==> config.mk <==
export PLATFORM = sky130hd
export DESIGN_NAME = ultrasonic_ranger_ctrl_flat
export DESIGN_NICKNAME = d
export VERILOG_FILES = /design/src/rtl/ultrasonic_ranger_ctrl_if.sv /design/src/rtl/ultrasonic_ranger_ctrl.sv /design/src/flat_wrapper.sv
export SDC_FILE = /design/constraint.sdc
export NUM_CORES = 1
export LEC_CHECK = 0
export CORE_MARGIN = 2
export CORE_UTILIZATION = 30
export CTS_CLUSTER_SIZE = 40
export DETAILED_ROUTE_END_ITERATION = 8
export GPL_TIMING_DRIVEN = 0
export RECOVER_POWER = 50
export SYNTH_ARGS = -nofsm -noshare
export SYNTH_HDL_FRONTEND = slang
export SYNTH_SLANG_ARGS = --single-unit
==> constraint.sdc <==
create_clock -name clk_i -period 2.45 [get_ports clk_i]
set_input_delay 0.49 -clock clk_i [delete_from_list [all_inputs] [get_ports clk_i]]
set_output_delay 0.49 -clock clk_i [all_outputs]
set_load 0.02 [all_outputs]
==> src/rtl/ultrasonic_ranger_ctrl_if.sv <==
// Sensor-side and status signals of the ultrasonic ranger.
// slave: the ranger controller. master: whatever drives the pins and reads the result.
interface ultrasonic_ranger_ctrl_if;
  logic        start;
  logic        continuous;
  logic        echo;
  logic        trig;
  logic        busy;
  logic        done;
  logic        timeout;
  logic [12:0] echo_time;

  modport slave (
    input  start,
    input  continuous,
    input  echo,
    output trig,
    output busy,
    output done,
    output timeout,
    output echo_time
  );

  modport master (
    output start,
    output continuous,
    output echo,
    input  trig,
    input  busy,
    input  done,
    input  timeout,
    input  echo_time
  );
endinterface

==> src/rtl/ultrasonic_ranger_ctrl.sv <==
// Ultrasonic ranger controller: trigger pulse, echo wait, echo width timing in prescaled ticks,
// result publication and a hold-off before the next shot (single-shot or continuous).
// Optional macro RANGER_AVG_EN: echo_time becomes the mean of the last 4 valid measurements.
module ultrasonic_ranger_ctrl #(
  parameter int unsigned TICK_DIV      = 50,
  parameter int unsigned TRIG_CYCLES   = 500,
  parameter int unsigned TIMEOUT_TICKS = 8000,
  parameter int unsigned HOLDOFF_TICKS = 4095
) (
  input logic                    clk_i,
  input logic                    rst_ni,
  ultrasonic_ranger_ctrl_if.slave bus
);

  localparam int unsigned PrescW = (TICK_DIV > 2) ? $clog2(TICK_DIV) : 1;
  localparam int unsigned TrigW  = (TRIG_CYCLES > 2) ? $clog2(TRIG_CYCLES) : 1;

  localparam logic [PrescW-1:0] PrescLast  = PrescW'(TICK_DIV - 1);
  localparam logic [TrigW-1:0]  TrigLast   = TrigW'(TRIG_CYCLES - 1);
  localparam logic [12:0]       TimerMax   = 13'h1fff;
  localparam logic [12:0]       TimeoutVal = 13'(TIMEOUT_TICKS);
  localparam logic [12:0]       HoldoffVal = 13'(HOLDOFF_TICKS);

  typedef enum logic [2:0] {
    StIdle,
    StTrig,
    StWaitRise,
    StMeasure,
    StHoldoff
  } state_e;

  state_e            state_q;
  logic              trig_q;
  logic              busy_q;
  logic              done_q;
  logic              timeout_q;
  logic [12:0]       echo_time_q;
  logic [PrescW-1:0] presc_q;
  logic [12:0]       timer_q;
  logic [TrigW-1:0]  trig_cnt_q;
  logic              shot_done_q;

  logic              echo_s1_q, echo_s2_q, echo_d1_q;
  logic              echo_rise, echo_fall, tick;
  logic [PrescW-1:0] presc_run;
  logic [12:0]       timer_run;
  logic [12:0]       result;

  // Two-flop synchroniser for the raw echo plus one delayed copy for edge detection.
  always_ff @(posedge clk_i or negedge rst_ni) begin
    if (!rst_ni) begin
      echo_s1_q <= 1'b0;
      echo_s2_q <= 1'b0;
      echo_d1_q <= 1'b0;
    end else begin
      echo_s1_q <= bus.echo;
      echo_s2_q <= echo_s1_q;
      echo_d1_q <= echo_s2_q;
    end
  end

  // Edge strobes and free-running prescaler/timer next values (timer saturates, never wraps).
  always_comb begin
    echo_rise = echo_s2_q & ~echo_d1_q;
    echo_fall = ~echo_s2_q & echo_d1_q;
    tick      = (presc_q == PrescLast);
    presc_run = tick ? '0 : presc_q + 1'b1;
    timer_run = (tick && timer_q != TimerMax) ? timer_q + 1'b1 : timer_q;
  end

`ifdef RANGER_AVG_EN
  // Three previous valid results; the incoming measurement is the fourth entry.
  logic [12:0] hist_q [3];
  logic        hist_vld_q;
  logic [14:0] avg_sum;

  // Averaged result; the very first valid measurement stands for all four entries.
  always_comb begin
    avg_sum = 15'(timer_q) + 15'(hist_q[0]) + 15'(hist_q[1]) + 15'(hist_q[2]);
    result  = hist_vld_q ? 13'(avg_sum >> 2) : timer_q;
  end

  // History update on each valid (non-timeout) measurement only.
  always_ff @(posedge clk_i or negedge rst_ni) begin
    if (!rst_ni) begin
      hist_q[0]  <= '0;
      hist_q[1]  <= '0;
      hist_q[2]  <= '0;
      hist_vld_q <= 1'b0;
    end else if (state_q == StMeasure && echo_fall) begin
      hist_vld_q <= 1'b1;
      hist_q[0]  <= timer_q;
      hist_q[1]  <= hist_vld_q ? hist_q[0] : timer_q;
      hist_q[2]  <= hist_vld_q ? hist_q[1] : timer_q;
    end
  end
`else
  // Raw latest measurement.
  always_comb begin
    result = timer_q;
  end
`endif

  // Shot sequencer with registered outputs; counters cleared on every state entry that needs it.
  always_ff @(posedge clk_i or negedge rst_ni) begin
    if (!rst_ni) begin
      state_q     <= StIdle;
      trig_q      <= 1'b0;
      busy_q      <= 1'b0;
      done_q      <= 1'b0;
      timeout_q   <= 1'b0;
      echo_time_q <= '0;
      presc_q     <= '0;
      timer_q     <= '0;
      trig_cnt_q  <= '0;
      shot_done_q <= 1'b0;
    end else begin
      done_q  <= 1'b0;
      presc_q <= presc_run;
      timer_q <= timer_run;
      case (state_q)
        StIdle: begin
          // continuous alone only relaunches once a shot has completed since reset
          if (bus.start || (bus.continuous && shot_done_q)) begin
            state_q    <= StTrig;
            trig_q     <= 1'b1;
            busy_q     <= 1'b1;
            trig_cnt_q <= '0;
            presc_q    <= '0;
            timer_q    <= '0;
          end
        end
        StTrig: begin
          if (trig_cnt_q == TrigLast) begin
            state_q <= StWaitRise;
            trig_q  <= 1'b0;
            presc_q <= '0;
            timer_q <= '0;
          end else begin
            trig_cnt_q <= trig_cnt_q + 1'b1;
          end
        end
        StWaitRise: begin
          // rising edge takes priority over a coincident timeout
          if (echo_rise) begin
            state_q <= StMeasure;
            presc_q <= '0;
            timer_q <= '0;
          end else if (timer_q == TimeoutVal) begin
            state_q     <= StHoldoff;
            timeout_q   <= 1'b1;
            done_q      <= 1'b1;
            shot_done_q <= 1'b1;
            presc_q     <= '0;
            timer_q     <= '0;
          end
        end
        StMeasure: begin
          if (echo_fall) begin
            state_q     <= StHoldoff;
            echo_time_q <= result;
            timeout_q   <= 1'b0;
            done_q      <= 1'b1;
            shot_done_q <= 1'b1;
            presc_q     <= '0;
            timer_q     <= '0;
          end else if (timer_q == TimeoutVal) begin
            state_q     <= StHoldoff;
`ifndef RANGER_AVG_EN
            echo_time_q <= TimeoutVal;
`endif
            timeout_q   <= 1'b1;
            done_q      <= 1'b1;
            shot_done_q <= 1'b1;
            presc_q     <= '0;
            timer_q     <= '0;
          end
        end
        StHoldoff: begin
          if (timer_q == HoldoffVal) begin
            if (bus.continuous) begin
              state_q    <= StTrig;
              trig_q     <= 1'b1;
              trig_cnt_q <= '0;
              presc_q    <= '0;
              timer_q    <= '0;
            end else begin
              state_q <= StIdle;
              busy_q  <= 1'b0;
            end
          end
        end
        default: begin
          state_q <= StIdle;
          trig_q  <= 1'b0;
          busy_q  <= 1'b0;
        end
      endcase
    end
  end

  assign bus.trig      = trig_q;
  assign bus.busy      = busy_q;
  assign bus.done      = done_q;
  assign bus.timeout   = timeout_q;
  assign bus.echo_time = echo_time_q;

endmodule

==> src/flat_wrapper.sv <==
// flat-port wrapper written by rule: the top's interface ports become plain ports
module ultrasonic_ranger_ctrl_flat 
#(
  parameter int unsigned TICK_DIV      = 50,
  parameter int unsigned TRIG_CYCLES   = 500,
  parameter int unsigned TIMEOUT_TICKS = 8000,
  parameter int unsigned HOLDOFF_TICKS = 4095
)
  (clk_i, rst_ni, bus_start, bus_continuous, bus_echo, bus_trig, bus_busy, bus_done, bus_timeout, bus_echo_time);
  ultrasonic_ranger_ctrl_if bus_i ();
  input logic clk_i;
  input logic rst_ni;
  input wire logic [$bits(bus_i.start)-1:0] bus_start;
  input wire logic [$bits(bus_i.continuous)-1:0] bus_continuous;
  input wire logic [$bits(bus_i.echo)-1:0] bus_echo;
  output wire logic [$bits(bus_i.trig)-1:0] bus_trig;
  output wire logic [$bits(bus_i.busy)-1:0] bus_busy;
  output wire logic [$bits(bus_i.done)-1:0] bus_done;
  output wire logic [$bits(bus_i.timeout)-1:0] bus_timeout;
  output wire logic [$bits(bus_i.echo_time)-1:0] bus_echo_time;
  assign bus_i.start = bus_start;
  assign bus_i.continuous = bus_continuous;
  assign bus_i.echo = bus_echo;
  assign bus_trig = bus_i.trig;
  assign bus_busy = bus_i.busy;
  assign bus_done = bus_i.done;
  assign bus_timeout = bus_i.timeout;
  assign bus_echo_time = bus_i.echo_time;
  ultrasonic_ranger_ctrl #(.TICK_DIV(TICK_DIV), .TRIG_CYCLES(TRIG_CYCLES), .TIMEOUT_TICKS(TIMEOUT_TICKS), .HOLDOFF_TICKS(HOLDOFF_TICKS)) u_core (.clk_i(clk_i), .rst_ni(rst_ni), .bus(bus_i));
endmodule
* Word-level counts from Yosys, hierarchy flattened
Cells that the tools add are included.
** Word-level totals
- Flip-flop bits (word level) :: 52
- Input bits :: 5
- Output and inout port bits :: 17
** Cells by class
- Add/sub/neg operators :: 3
- Eq/ne operators :: 16
- Mux-type cells :: 53
- Bitwise operators :: 6
- Reductions and logical operators :: 15
** Operator list (count)
- $mux W13 :: 10
- $pmux W13 S5 :: 1
- $mux W6 :: 8
- $mux W9 :: 4
- $pmux W6 S5 :: 1
- $pmux W9 S3 :: 1
- $mux W3 :: 6
- $mux W1 :: 16
- $pmux W3 S5 :: 1
- $add A13 B1 Y13 const B :: 1
- $eq A13 B12 Y1 const B :: 1
- $eq A13 B13 Y1 const B :: 1
- $ne A13 B13 Y1 const B :: 1
- $reduce_and A5 Y1 :: 2
- $add A9 B1 Y9 const B :: 1
- $eq A9 B9 Y1 const B :: 1
- $ne A2 B2 Y1 const B :: 4
- $add A6 B1 Y6 const B :: 1
- $eq A3 B2 Y1 const B :: 2
- $eq A6 B6 Y1 const B :: 1
- $ne A2 B1 Y1 const B :: 3
- $pmux W1 S2 :: 3
- $not A1 Y1 :: 4
- $pmux W1 S4 :: 1
- 14 further kinds :: 18

* Depth between registers and ports, before layout
Gate-level depths: netlist of run 1.
- Depth after elaboration :: 6
- Depth in mapped cells :: 8
- Mapped depth without buffers :: 7

* Worst setup path after synthesis of run 1
No wires, ideal clock.
- Kind :: reg2reg
- Start :: register u_core.timer_q[0], in the netlist u_core.result[0]
- End :: register u_core.timer_q[6], in the netlist u_core.result[6]
- Library setup time :: 0.120 ns
- Arrival :: 1.847 ns
- Data required time :: 2.330 ns
- Slack :: 0.483 ns
- Stages on the path, launching flop included :: 8
- Path through :: dfrtp_1 -> ha_1 -> nand3_2 -> nor2_4 -> a41oi_2 -> a2111oi_4 -> buf_6 -> nor2_1
** Between the ends
- Longest elaborated chain between the ends :: 6
- Elaborated cells on any way between the ends :: 14
- Those cells by class :: add/sub (1); eq/ne (3); mux (9); reduce/logical (1)
** Ends and longest elaborated chain
- from (decl) :: RTL line ultrasonic_ranger_ctrl.sv:39 : logic [12:0] timer_q;
- from (signal assigned) :: RTL line ultrasonic_ranger_ctrl.sv:120 : timer_q <= timer_run;
- parallel branches: the longest is 5 deep, another holds $add A13 B1 Y13
- $pmux W13 S5 * :: RTL line ultrasonic_ranger_ctrl.sv:121 : case (state_q)
Mark *: on every way between the ends.
A chain may end at the register's enable or synchronous reset.

* Final worst setup path of run 1
- Start :: register u_core.timer_q[0], in the netlist u_core.result[0]
- End :: register u_core.presc_q[3]
** Between the ends
- Longest elaborated chain between the ends :: 4
- Elaborated cells on any way between the ends :: 7
- Those cells by class :: eq/ne (2); mux (5)
** Ends and longest elaborated chain
- $eq A13 B13 Y1 :: RTL line ultrasonic_ranger_ctrl.sv:149, ultrasonic_ranger_ctrl.sv:167
- $mux W6 :: RTL line ultrasonic_ranger_ctrl.sv:149, ultrasonic_ranger_ctrl.sv:167
- $mux W6, on equally long branches :: RTL line ultrasonic_ranger_ctrl.sv:159, ultrasonic_ranger_ctrl.sv:145
- $pmux W6 S5 * :: RTL line ultrasonic_ranger_ctrl.sv:121
- to (signal assigned) :: RTL line ultrasonic_ranger_ctrl.sv:119 : presc_q <= presc_run;
- to (decl) :: RTL line ultrasonic_ranger_ctrl.sv:38 : logic [PrescW-1:0] presc_q;
Every way passes the cells marked *; elsewhere a longest branch is shown, timed or not.

==> flow_summary.json, run 1 <==
{
  "status": "finished clean",
  "clk_path_buf_depth": 2,
  "antenna_found_initial": 0,
  "yosysTopAreaCell": "dfrtp_1",
  "grt_pass1_vias": 1796,
  "area_growth_syn_to_layout_pct": 18.4,
  "fin_area_um2": 2990,
  "slowest_delay_ns": 0.45,
  "required_ns": 2.64,
  "start_util": 0.309,
  "placed_cell_area_um2": 2880,
  "core_area_um2": 8180,
  "grt_max_degree": 38,
  "path_clk_slew_ns": 0.09,
  "fp.dieH_um": 95.7,
  "crit_start": "u_core.result[0]",
  "syn-num-nets": 250,
  "fillers": 834,
  "num_vias": 1866,
  "synth.top_cell.area_share": 0.516,
  "clock_skew_ns": 0.0118,
  "crit_type": "reg2reg",
  "hp-class": "in2async",
  "rsz0062_at_grt": "no",
  "rr_startpoint": "u_core.result[0]",
  "htree_levels": 2,
  "drive_gt1_frac": 0.0963,
  "tightest_slew_ns": 0.911,
  "period_minus_slack_ns": 2.25,
  "synth_most_common_cell": "dfrtp_1",
  "maxCapViolCount": 0,
  "grt_use_total": 0.125,
  "crit_path_start_kind": "register",
  "pwr_density_cell_nw_per_um2": 922,
  "die_area_um2": 9160,
  "critPathMaxFanout": 10,
  "synth_edf_count": 0,
  "synth_area_leaders": "dfrtp_1 52%, nor2_1 4.0%, xnor2_1 3.8%",
  "ff2ff_path_depth": 9,
  "diodes": 0,
  "cp.arrival_ns": 2.44,
  "io_pins": 22,
  "clock_sinks": 52,
  "synth-async-reset-ratio": 1.00,
  "drtPass1Iterations": 4,
  "crit_family": "compound AO/OA/AOI/OAI gates",
  "fin_ws_ns": 0.199,
  "place_ws_ns": -0.215,
  "synth_common_cells": "52 x dfrtp_1, 27 x nor2_1, 16 x nand2_1, 13 x a21oi_1, 12 x nor3_1",
  "synth-seq-cells": 52,
  "fp.dieW_um": 95.7,
  "synth_warnings": 0,
  "drt_wl_total_mm": 5.04,
  "wl_per_cell_um": 13.4,
  "cpMaxStageDelayCell": "dfrtp_1",
  "gp_congestion": 0.818,
  "seqCellArea_um2": 1300,
  "crit_buf_inv": 3,
  "slew_headroom": 0.393,
  "synth_area_um2": 2520,
  "rr_endpoint": "u_core.presc_q[3]",
  "antenna_left": 0,
  "ys.flop_type": "dfrtp_1",
  "reg2reg_slack_ns": 0.20,
  "end_kind": "register",
  "netlist_instances": 240,
  "avgSynthCellArea_um2": 10.5,
  "hold_viol_final": 0,
  "holdWs_ns": 0.248,
  "power_leakage_nw": 1.21,
  "grt.overflow.total": 0,
  "cts_tree": "done",
  "ys_types": 51,
  "fmax_mhz": 444,
  "clock_latency_ns": 0.30,
  "finalCritPeriodShare": 0.919,
  "ys_seq_area_frac": 0.516,
  "clockRootBuffer": "clkbuf_8",
  "setup_viol": 0,
  "via_per_inst": 4.98,
  "multi_input_area_um2": 1150,
  "place_hpwl_mm": 3.66,
  "grt_pass1_wl_mm": 8.88,
  "route.detailed.drc": 0,
  "row_count": 33,
  "numCtsBuffers": 5,
  "fin_nets": 281,
  "slew_viol_final": 0,
  "place.port_buffers": 21,
  "ir_drop_mv": 0.474,
  "crit_path_cell_trace": "inv_1 -> ha_1 -> and4bb_2 -> nand4_1 -> o2111a_1 -> a2111oi_4 -> buf_4 -> buf_6 -> nor2_1",
  "drt-initial-drc-count": 102
}
==> how the worst max path moves through the flow <==
stage                                 endpoint  slack [ns]  cells past startpoint
after floorplan               u_core.result[6]        0.48                      7
after global placement    u_core.trig_cnt_q[3]       -0.71                      1
after detailed placement      u_core.result[6]       -0.21                      7
after CTS                    u_core.presc_q[3]        0.03                      8
after global routing         u_core.presc_q[3]        0.03                      9
final                        u_core.presc_q[3]        0.20                      9
==> metal layers <==
layer	share of wire	vias to the layer above	track usage
met5	0	-	0
met2	0.43	37	0.173
met3	0.038	6	0.0282
li1	-	932	-
met1	0.52	891	0.187
met4	0.019	0	0.0548
==> timing repair <==
item / 4_1_cts / 5_1_grt
setup endpoints to repair: 0 / 15
hold buffers: 0 / 0
resized for setup: 0 / 1
setup buffers: 0 / 2
==> final cells by class <==
type	instances	area share
clock buffers	5	0.0230
repair buffers	24	0.0791
flip-flops and latches	52	0.435
plain buffers	9	0.0155
inverters	6	0.00753
multi-input cells	173	0.386
well taps	105	0.0440
clock inverters	1	0.0100
==> through the flow <==
stage | utilization | setup TNS [ns] | power [mW] | std cells
after CTS | 0.364 | 0 | 2.71 | 373
final | 0.366 | 0 | 2.76 | 375
after detailed placement | 0.352 | -2.69 | 2.14 | 367
after global placement | 0.350 | -39.54 | 2.12 | 366
after global routing | 0.366 | 0 | 2.94 | 375
after floorplan | - | 0 | 1.80 | 240
==> flip-flops by register name, summed over array words and instances (netlist names) <==
signal	cells
u_core.bus.echo_time	13
u_core.echo_s2_q	1
u_core.bus.trig	1
u_core.presc_q	6
u_core.state_q	3
u_core.bus.done	1
u_core.bus.timeout	1
u_core.bus.busy	1
u_core.trig_cnt_q	9
u_core.echo_s1_q	1
u_core.result	13
u_core.echo_d1_q	1
u_core.shot_done_q	1
==> cells in the final DEF (no fill, tap or decap), drive strengths merged, types with 2 or more instances in the layout <==
cell	Yosys	routed
dfrtp	52	52
nor2	30	30
nand2	16	16
clkdlybuf4s50	0	15
a21oi	13	13
nor3	12	12
xnor2	11	11
nand3	10	10
clkbuf	3	10
o21ai	8	8
a22o	8	8
buf	6	8
nand4	7	7
inv	6	6
o22a	5	5
ha	5	5
dlygate4sd3	0	5
mux2i	4	4
or2	3	3
and2	3	3
xor2	3	3
o21a	3	3
nand4bb	2	2
nand2b	2	2
and4	2	2
nor2b	2	2
nor4bb	2	2
nor3b	2	2
==> cells by family (layout without fill, tap and decap cells) <==
| family | Yosys count | count (layout) | share of synthesized area |
|---|---|---|---|
| and+or+nand+nor | 98 | 98 | 0.208 |
| DFF | 52 | 52 | 0.516 |
| AOI/OAI and AO/OA | 51 | 51 | 0.156 |
| buffers and inverters | 15 | 45 | 0.0273 |
| xor gates and xnor gates | 14 | 14 | 0.0486 |
| adders and majority gates | 5 | 5 | 0.0248 |
| muxes | 5 | 5 | 0.0203 |
==> where the power goes <==
group / leakage [nW] / internal [mW] / total (mW) / switching [mW]
clock: 0.0501 / 0.293 / 0.555 / 0.262
combinational: 0.471 / 0.499 / 1.07 / 0.572
sequential: 0.685 / 1.01 / 1.13 / 0.120
(Power assumes the default switching activity.)
==> run 2, diff against run 1 <==
--- a/config.mk
+++ b/config.mk
@@ -11,6 +11,7 @@
 export DETAILED_ROUTE_END_ITERATION = 8
 export GPL_TIMING_DRIVEN = 0
 export RECOVER_POWER = 50
+export SKIP_LAST_GASP = 1
 export SYNTH_ARGS = -nofsm -noshare
 export SYNTH_HDL_FRONTEND = slang
 export SYNTH_SLANG_ARGS = --single-unit
==> results of run 2 <==
Final layout, timing and power as in run 1 (identical DEF).
==> run 3, diff against run 2 <==
==> constraint.sdc (replaced) <==
create_clock -name clk_i -period 2.5 [get_ports clk_i]
set_input_delay 0.5 -clock clk_i [delete_from_list [all_inputs] [get_ports clk_i]]
set_output_delay 0.5 -clock clk_i [all_outputs]
set_load 0.02 [all_outputs]
==> flow_summary.json, run 3 (synthesis results as in run 1) <==
{
  "multi_input_area_um2": 1150,
  "crit_start": "u_core.result[0]",
  "antenna_found_initial": 0,
  "seqCellArea_um2": 1300,
  "ff2ff_path_depth": 9,
  "grt_busiest_layer": "met1",
  "final_cell_mix": "52 x dfrtp_1, 28 x nor2_1, 16 x nand2_1, 15 x clkdlybuf4s50_1, 13 x a21oi_1",
  "via_per_inst": 5.00,
  "required_ns": 2.69,
  "path_clk_slew_ns": 0.09,
  "slew_viol_final": 0,
  "fmax_mhz": 444,
  "clk_path_buf_depth": 2,
  "finalCritPeriodShare": 0.900,
  "critPathMaxFanout": 10,
  "area_growth_syn_to_layout_pct": 18.2,
  "slew_headroom": 0.257,
  "clock_sinks": 52,
  "drive_gt1_frac": 0.0926,
  "drtPass1Iterations": 4,
  "rsz0062_at_grt": "no",
  "maxCapViolCount": 0,
  "drt_wl_total_mm": 5.08,
  "mostFrequentLayoutCell": "dfrtp_1",
  "fin_setup_tns_ns": 0,
  "rr_endpoint": "u_core.result[3]",
  "core_area_um2": 8180,
  "post-route-util": 0.365,
  "cts_hold_buf": 0,
  "io_pins": 22,
  "holdWs_ns": 0.259,
  "place_hpwl_mm": 3.66,
  "rr_startpoint": "u_core.result[0]",
  "clockRootBuffer": "clkbuf_8",
  "period_minus_slack_ns": 2.25,
  "num_vias": 1874,
  "place.port_buffers": 21,
  "row_count": 33,
  "grt_use_total": 0.125,
  "fin_nets": 281,
  "htree_levels": 2,
  "netSwitchingPower_mw": 0.939,
  "grt_pass1_vias": 1796,
  "fp.dieH_um": 95.7,
  "diodes": 0,
  "hp-class": "in2async",
  "gp_congestion": 0.818,
  "crit_type": "reg2reg",
  "gr-usage-met1": 0.187,
  "cts_resized": 0,
  "end_kind": "register",
  "cts_tree": "done",
  "crit_path_start_kind": "register",
  "cp-endpoint": "u_core.result[3]",
  "hold_viol_final": 0,
  "drt-initial-drc-count": 92,
  "numCtsBuffers": 5,
  "grt_pass1_wl_mm": 8.88,
  "swShare": 0.347,
  "power_leakage_nw": 1.21,
  "fp.dieW_um": 95.7,
  "p_clk_frac": 0.201,
  "ir_drop_mv": 0.465,
  "antenna_left": 0,
  "grt.overflow.total": 0,
  "clock_skew_ns": 0.0130,
  "wl_per_cell_um": 13.5,
  "die_area_um2": 9160,
  "start_util": 0.309,
  "p_int_mw": 1.77,
  "grt_use_met3": 0.0282,
  "route.detailed.drc": 0,
  "grt_max_degree": 38,
  "combPwrFrac": 0.389,
  "fillers": 838,
  "grt_use_met2": 0.173,
  "cp.arrival_ns": 2.44,
  "clock_latency_ns": 0.30,
  "status": "finished clean",
  "seqPwrFrac": 0.410,
  "pwr_density_cell_nw_per_um2": 907,
  "reg2reg_slack_ns": 0.25,
  "setup_viol": 0,
  "tightest_slew_ns": 1.10
}
## run 3: cell counts in the layout (fill, tap and decap cells not counted)
No cell type changed its count.
## run 3: what timing repair did
action                     4_1_cts  5_1_grt
setup endpoints to repair        0       10
hold endpoints to repair         0        0
buffers inserted                 0        2
## run 3: worst min-delay path by stage
stage                     cells past startpoint  slack [ns]                       to
after floorplan                               0        0.20          u_core.bus.busy
after global placement                        0        0.34         u_core.echo_s2_q
after detailed placement                      0        0.34         u_core.echo_s2_q
after CTS                                     1        0.10  u_core.bus.echo_time[9]
after global routing                          1        0.33  u_core.bus.echo_time[9]
final                                         1        0.26  u_core.bus.echo_time[9]
## run 3: layout make-up
type	count	share of cell area
Timing Repair Buffer	24	0.0793
Tap cell	105	0.0440
Clock inverter	1	0.0101
Multi-Input combinational cell	173	0.384
Clock buffer	5	0.0231
Sequential cell	52	0.436
Buffer	9	0.0155
Inverter	6	0.00755
## run 3: worst max-delay path: stages, from the launching register on
cell and delay (ns):
dfrtp_1 0.45, inv_1 0.09, ha_1 0.14, and4bb_2 0.23
nand4_1 0.24, o2111a_1 0.27, a2111oi_4 0.32, buf_4 0.20
buf_6 0.15, nor2_1 0.05
## run 3: per-layer routing
metal | wire, um | vias up
met2 | 2170 | 32
li1 | - | 931
met4 | 97 | 0
met3 | 197 | 6
met5 | 0 | -
met1 | 2610 | 905
## run 3: power groups by stage
stage	combinational (mW)	clock, mW	sequential (mW)
3_3_place_gp	0.961	0	1.12
3_5_place_dp	0.981	0	1.12
5_1_grt	1.15	0.599	1.13
4_1_cts	0.984	0.566	1.11
6_report	1.05	0.545	1.11
2_1_floorplan	0.589	0	1.18
## run 3: stage by stage
step	setup WS (ns)	cell area [um^2]	total power, mW	std cells
2_1_floorplan	0.533	2520	1.77	240
3_3_place_gp	-0.670	2870	2.08	366
3_5_place_dp	-0.175	2880	2.10	367
4_1_cts	0.0783	2980	2.66	373
5_1_grt	0.0750	2980	2.88	375
6_report	0.249	2980	2.71	375
